==> src/rtl/note_seq.sv <==
// note_seq -- plays a fixed table of notes as a stream of half-period words.
//
// Each table entry is {period[15:0], dur[7:0]}. A note holds its period for
// dur ticks of TICK_DIV clocks, then GAP_TICKS silent ticks follow. A dur of
// 0 marks the end of the song. With LOOP = 1 the song restarts at entry 0.
//
// Ports:
//   clk     system clock, rising edge
//   reset   synchronous active-high reset
//   start   begin playback from entry 0 (honoured only when idle)
//   stop    abort playback, back to idle with no done pulse
//   period  half-period word for the tone stage, 0 = silence
//   busy    high whenever the sequencer is not idle
//   done    one-cycle pulse on normal end of song
//   index   current table entry
//
// TABLE packs entry i at bits [i*24 +: 24]. The default is a 16-entry
// melody; override TABLE together with NOTES.

module note_seq #(
  parameter int TICK_DIV  = 48000,
  parameter int NOTES     = 16,
  parameter int GAP_TICKS = 1,
  parameter int LOOP      = 0,
  parameter logic [NOTES*24-1:0] TABLE = {
    16'd0,  8'd0, 16'd91, 8'd8, 16'd81, 8'd4, 16'd72, 8'd4,
    16'd68, 8'd4, 16'd61, 8'd4, 16'd54, 8'd4, 16'd48, 8'd4,
    16'd45, 8'd8, 16'd48, 8'd4, 16'd54, 8'd4, 16'd61, 8'd4,
    16'd68, 8'd4, 16'd72, 8'd4, 16'd81, 8'd4, 16'd91, 8'd4
  }
) (
  input  logic        clk,
  input  logic        reset,
  input  logic        start,
  input  logic        stop,
  output logic [15:0] period,
  output logic        busy,
  output logic        done,
  output logic [7:0]  index
);

  // Index is one bit wider than the port so it can reach NOTES = 256
  // without wrapping; reaching NOTES is treated as end of song.
  localparam int IW = 9;
  localparam int PW = $clog2(TICK_DIV);
  localparam int GW = (GAP_TICKS > 0) ? $clog2(GAP_TICKS + 1) : 1;

  localparam logic [PW-1:0] PRESC_MAX = PW'(TICK_DIV - 1);
  localparam logic [GW-1:0] GAP_LOAD  = GW'(GAP_TICKS);
  localparam logic [IW-1:0] IDX_END   = IW'(NOTES);

  typedef enum logic [2:0] {
    S_IDLE,
    S_LOAD,
    S_PLAY,
    S_GAP,
    S_DONE
  } state_t;

  state_t          state_q, state_d;
  logic [15:0]     period_q, period_d;
  logic [IW-1:0]   idx_q, idx_d;
  logic [PW-1:0]   presc_q, presc_d;
  logic [7:0]      rem_q, rem_d;
  logic [GW-1:0]   gap_q, gap_d;

  logic            tick;
  logic [23:0]     entry;
  logic            end_of_song;

  assign tick = (presc_q == PRESC_MAX);

  // Table lookup; an index at or past NOTES matches no entry and reads as
  // all-zero, i.e. an end-of-song marker.
  always_comb begin
    entry = '0;
    for (int i = 0; i < NOTES; i++) begin
      if (idx_q == IW'(i)) entry = TABLE[i*24 +: 24];
    end
  end

  assign end_of_song = (idx_q >= IDX_END) || (entry[7:0] == 8'd0);

  // NOTE: every signal assigned here gets a default first, so no path leaves
  // it unassigned and no latch is inferred.
  always_comb begin
    state_d  = state_q;
    period_d = period_q;
    idx_d    = idx_q;
    presc_d  = presc_q;
    rem_d    = rem_q;
    gap_d    = gap_q;

    unique case (state_q)
      S_IDLE: begin
        if (start && !stop) begin
          state_d = S_LOAD;
          idx_d   = '0;
        end
      end

      S_LOAD: begin
        if (end_of_song) begin
          // Looping from a non-zero index re-reads entry 0; an empty song
          // (marker at entry 0) always finishes so it can never spin.
          if (LOOP != 0 && idx_q != '0) begin
            idx_d = '0;
          end else begin
            state_d  = S_DONE;
            period_d = '0;
          end
        end else begin
          period_d = entry[23:8];
          rem_d    = entry[7:0];
          presc_d  = '0;
          state_d  = S_PLAY;
        end
      end

      S_PLAY: begin
        presc_d = tick ? '0 : presc_q + 1'b1;
        if (tick) begin
          rem_d = rem_q - 8'd1;
          if (rem_q == 8'd1) begin
            if (GAP_TICKS > 0) begin
              period_d = '0;
              gap_d    = GAP_LOAD;
              state_d  = S_GAP;
            end else begin
              idx_d   = idx_q + 1'b1;
              state_d = S_LOAD;
            end
          end
        end
      end

      S_GAP: begin
        presc_d = tick ? '0 : presc_q + 1'b1;
        if (tick) begin
          gap_d = gap_q - 1'b1;
          if (gap_q == GW'(1)) begin
            idx_d   = idx_q + 1'b1;
            state_d = S_LOAD;
          end
        end
      end

      S_DONE: begin
        state_d = S_IDLE;
      end

      default: begin
        state_d = S_IDLE;
      end
    endcase

    // Abort overrides every transition above.
    if (stop && state_q != S_IDLE) begin
      state_d  = S_IDLE;
      period_d = '0;
      idx_d    = '0;
      presc_d  = '0;
      rem_d    = '0;
      gap_d    = '0;
    end
  end

  // NOTE: state registers use non-blocking assignments so every register
  // samples the values from before this edge, independent of statement order.
  always_ff @(posedge clk) begin
    if (reset) begin
      state_q  <= S_IDLE;
      period_q <= '0;
      idx_q    <= '0;
      presc_q  <= '0;
      rem_q    <= '0;
      gap_q    <= '0;
    end else begin
      state_q  <= state_d;
      period_q <= period_d;
      idx_q    <= idx_d;
      presc_q  <= presc_d;
      rem_q    <= rem_d;
      gap_q    <= gap_d;
    end
  end

  assign period = period_q;
  assign busy   = (state_q != S_IDLE);
  assign done   = (state_q == S_DONE);
  assign index  = idx_q[7:0];

endmodule

==> config.mk <==
export PLATFORM = sky130hd
export DESIGN_NAME = note_seq
export DESIGN_NICKNAME = d
export VERILOG_FILES = /design/src/rtl/note_seq.sv
export SDC_FILE = /design/constraint.sdc
export NUM_CORES = 1
export LEC_CHECK = 0
export ABC_CLOCK_PERIOD_IN_PS = 3200
export CAP_MARGIN = 20
export CORE_MARGIN = 1
export CORE_UTILIZATION = 59
export CTS_BUF_LIST = sky130_fd_sc_hd__clkbuf_2
export CTS_CLUSTER_SIZE = 16
export DETAILED_ROUTE_END_ITERATION = 6
export MAX_ROUTING_LAYER = met4
export PLACE_DENSITY = 0.85
export SLEW_MARGIN = 20
export SYNTH_ARGS = -nofsm -noshare
export SYNTH_HDL_FRONTEND = slang
export SYNTH_SLANG_ARGS = --single-unit
==> constraint.sdc <==
create_clock -name clk -period 3.2 [get_ports clk]
set_clock_uncertainty 0.2 [all_clocks]
set_input_delay 0.32 -clock clk [delete_from_list [all_inputs] [get_ports clk]]
set_output_delay 0.32 -clock clk [all_outputs]
set_load 0.02 [all_outputs]
-- Word level (Yosys, flattened, before mapping)
Cells that the tools add are included.
- register bits: 53
- input bits: 4
- output and inout bits: 26
- add/subtract/negate cells: 4
- magnitude comparators: 1
- equality and inequality tests: 27
- muxes and demuxes: 41
- reduce and logical (&&, ||, !) cells: 20
- operators with widths (cell ; count):
    24-bit 2-to-1 mux ; 14
    16-bit 2-to-1 mux ; 5
    9-bit by 4-bit equality test with 1-bit output, second input constant ; 8
    16-bit case mux with 2 select lines ; 2
    9-bit by 3-bit equality test with 1-bit output, second input constant ; 4
    15-bit 2-to-1 mux ; 2
    9-bit 2-to-1 mux ; 3
    9-bit by 2-bit equality test with 1-bit output, second input constant ; 2
    3-bit 2-to-1 mux ; 6
    9-bit case mux with 2 select lines ; 1
    16-bit by 1-bit adder with 16-bit output, second input constant ; 1
    16-bit equality test, second input constant ; 1
    8-bit 2-to-1 mux ; 2
    8-bit case mux with 2 select lines ; 1
    2-bit inequality test, second input constant ; 6
    3-bit case mux with 4 select lines ; 1
    9-bit by 1-bit adder with 9-bit output, second input constant ; 1
    9-bit by 1-bit equality test with 1-bit output, second input constant ; 1
    9-bit by 5-bit >= comparator with 1-bit output, second input constant ; 1
    9-bit zero test ; 1
    8-bit by 1-bit equality test with 1-bit output, second input constant ; 1
    8-bit zero test ; 1
    4-bit AND reduction ; 2
    2-bit nonzero test ; 4
    16 further kinds ; 22

-- Depth between registers and ports, before layout
- depth after elaboration: 21
- mapped depth: 8
- depth with buffers taken out: 7

-- Worst setup path before layout
Ideal clock, no wire load.
- path kind: register -> register
- start: register idx_q[0]
- end: register presc_q[2]
- data arrival time: 2112 ps
- path slack: 810 ps
- cell stages (with the launch flop): 9
- period minus slack after synthesis: 2390 ps
- cell sequence: dfxtp_1 -> inv_1 -> ha_1 -> or4_4 -> and4b_1 -> a31o_1 -> buf_2 -> o211a_1 -> nor3_1
- word-level cells in the longest chain between the ends: 21
- elaborated cells between the ends (all ways): 37
- those cells by class: order compare (1); eq/ne (16); mux (16); reduce/logical (4)
- ends and longest elaborated chain (what ; line ; source):
    start: declaration ; 62 ; logic [IW-1:0] idx_q, idx_d;
    start signal: assignment ; 181 ; idx_q <= idx_d;
    9-bit zero test ; 78 ; if (idx_q == IW'(i)) entry = TABLE[i*24 +: 24];
    15-bit 2-to-1 mux (2 in a row) ; 78 ;
    24-bit 2-to-1 mux (14 in a row) ; 78 ;
    8-bit zero test ; 82 ; assign end_of_song = (idx_q >= IDX_END) || (entry[7:0] == 8'd0);
    1-bit logical OR * ; 82 ;
    2-bit inequality test (no line) * ; - ;
    2-bit AND reduction (no line) * ; - ;
    end signal: assignment ; 182 ; presc_q <= presc_d;
    end: declaration ; 63 ; logic [PW-1:0] presc_q, presc_d;
Every way passes the cells marked *; elsewhere a longest branch is shown, timed or not.
A chain may end at the register's enable or synchronous reset.

-- Worst setup path in the final report
- start: register idx_q[0]
- end: register presc_q[3]
The elaborated chain is that of the path after synthesis.

==> results.md <==
- First-pass GRT wire length: 10400 µm
- #FFs+latches synth: 44
- Synth Cell Area: 2880 µm²
- Period minus WS final: 2820 ps
- Clock slew at the register clock pins of the worst setup and hold paths: about 230 ps
- Vias/cell: just over 6
- Routability cong.: 0.915
- WL/cell: 14.9 µm
- Synthesized area per cell: 8.09 µm²
- Cells after synthesis: 356
- Hold-fix buffers at CTS: 0
- Initial DRC Count: about 250
- Fin crit share: 0.881
- Core area: 4720 µm²
- Clock power frac: 0.149
- Register area: 881 µm²
- Post-route cell area: 3070 µm²
- Crit. End Element: flop
- Share of total power in sequential cells: 0.419
- Critical path arrival: 3010 ps
- Netlist cell types: 68
- Antenna diode count: 0
- Crit path launch type: flop
- Worst hold path type: flop to flop
- Area leader, netlist: dfxtp_1
- Outcome: completed
- DP Wirelength: roughly 4500 µm
- Worst-margin pin slew: 840 ps
- Switch share: 0.427
- Post-CTS Resized: 0
- RSZ-0062 raised after global routing: false
- PD cells: 508 nW/µm²
- Leakage: 1.10 nW
- Max VDD drop: 0.265 mV
- Most frequent cell after synthesis: dfxtp_1
- Initial antenna violation count: 0
- Ys async rst share: 0
- Synth top cells by count: dfxtp_1, nor2_1, a21oi_1, nand2_1, o21ai_0
- EDFF count, synth: 0
- # setup viols final: 0
- H-tree depth: 2
- Number of synthesis warnings: 0
- Synth top area share: 0.306
- Clock root cell: clkbuf_2
- Remaining antenna violation count: 0
- Drt first pass iters: 5
- Initial core utilization: 0.610
- Clock latency on the worst-skew pair: 410 ps
- Crit. Startpoint: idx_q[0]
- Final WL: 6370 µm
- CTS tree: done
- Final setup TNS: 0 ps
- Via count: 2649
- Final nets: 372
- Clk buf depth: 2
- Sink Count: 44
- Net switching power: 0.000664 W
- Sequential fraction of the synthesis area: 0.306
- Max_slew headroom: 0.438
- Gr usage total: 0.256
- Area of the multi-input gates: 1790 µm²
- IO buf count: 20
- Ys flop type: dfxtp_1
- Number of global-route vias before repair: 2173
- Hold Fails Final Rpt: 0
- Share of layout cells above drive strength 1: 0.0776
- Largest net degree at the start of global routing: 27
- Placed cell area: ~3000 µm²
- Postcts setup bufs: 0
- Fillers: approximately 430
- Total power: 0.00156 W
- Area added between synthesis and finish: 6.48%
- Ports: 30
- Chip width: 71.9 µm
- Cell row count: 25
- Critical path peak fanout: 16
- Req. time, crit path: roughly 3400 ps
- Fmax: 355 MHz
- Height of the die: 71.9 µm
- DRC: 0
- Class of the most critical setup path: flop to flop
- Slew Limit Fails: 0
- Comb pwr share: 0.431
- Worst R2R Start: idx_q[0]
- Synth top area cells: dfxtp_1, buf_4, nor2_1, a21oi_1, o21ai_0
- GRT Residual Overflow: 0
- Hold path start: period[5]
- Max-cap violations: 0
- Int Power: 0.000893 W
- Cts bufs inserted: 5
- Die Area: 5160 µm²
[layout by cell type, fill, tap and decap left out, types with 3 or more instances in the layout]
| cell type | n |
|---|---|
| o21a_1 | 5 |
| a22oi_1 | 3 |
| nor3b_1 | 3 |
| o2111ai_1 | 3 |
| a21o_1 | 3 |
| or4_1 | 3 |
| nand3_1 | 16 |
| clkdlybuf4s50_1 | 20 |
| a32o_1 | 3 |
| o31ai_1 | 5 |
| nor2b_1 | 5 |
| nor3_1 | 19 |
| conb_1 | 9 |
| xor2_1 | 6 |
| nand2_1 | 21 |
| a311oi_1 | 3 |
| ha_1 | 7 |
| nand4b_1 | 3 |
| dfxtp_1 | 44 |
| nand4_1 | 5 |
| clkbuf_2 | 6 |
| o211a_1 | 4 |
| nand2b_1 | 4 |
| o21ai_0 | 20 |
| or3_1 | 8 |
| nor4_1 | 4 |
| a31oi_1 | 5 |
| nor2_1 | 32 |
| a21oi_1 | 21 |
| o211ai_1 | 4 |
| buf_4 | 6 |
| inv_1 | 6 |
| and2_1 | 4 |
| and3_1 | 6 |
[cell families after synthesis]
logic type,Yosys count,synth area share
other cells,1,0.00130
mux,2,0.00782
buf+inv,43,0.0813
xor+xnor,8,0.0243
fa+ha+maj,7,0.0304
flops,44,0.306
simple gates,153,0.314
compound gates,98,0.235
[registers in the layout, summed over array words and instances, names as in the netlist]
signal / count
presc_q: 16
rem_q: 8
idx_q: 9
state_q: 3
period: 7
gap_q: 1
[routing by layer]
layer  vias up  global-route usage  wire [µm]
li1       1314                   -          -
met1      1226               0.352       2990
met3         8              0.0563        374
met2       101               0.383       2930
met5         -                   -          0
met4         0              0.0654         70
[stage by stage]
stage / cells / utilization / hold slack [ps] / setup slack [ps]
final: 428 / 0.649 / 292 / 382
after global routing: 428 / 0.649 / 310 / 209
after CTS: 428 / 0.649 / 294 / 389
after detailed placement: 421 / 0.642 / 260 / 410
after global placement: 421 / 0.642 / 244 / 554
after floorplan: 364 / - / 255 / 810
[path summary, 6_finish.rpt]
check / to / slack (ps) / cells past startpoint
worst min register to register: period[5] / 290 / 2
worst max register to register: presc_q[3] / 380 / 7
worst max-delay path: presc_q[3] / 380 / 7
worst min-delay path: period[5] / 290 / 2
[final cells by class]
type | instances | area share
clock inverter | 1 | 0.00163
tap | 67 | 0.0273
multi-input combinational | 277 | 0.585
timing repair buffer | 26 | 0.0800
sequential | 44 | 0.287
inverter | 7 | 0.00857
clock buffer | 6 | 0.00980
[power groups by stage]
stage	logic [W]	clock network, W	registers [W]
floorplan	0.000503	0	0.000660
global placement	0.000649	0	0.000659
detailed placement	0.000661	0	0.000664
CTS	0.000665	0.000240	0.000652
global route	0.000735	0.000264	0.000662
finish	0.000671	0.000232	0.000653
[worst max-delay path, stage by stage (launching register included)]
cell and delay, ps:
dfxtp_1 440, inv_1 110, ha_1 370, or4_4 620
and4b_1 260, a31oi_1 500, and2_1 210, o31a_1 100
Note: power is estimated with default switching activity, not from simulation.
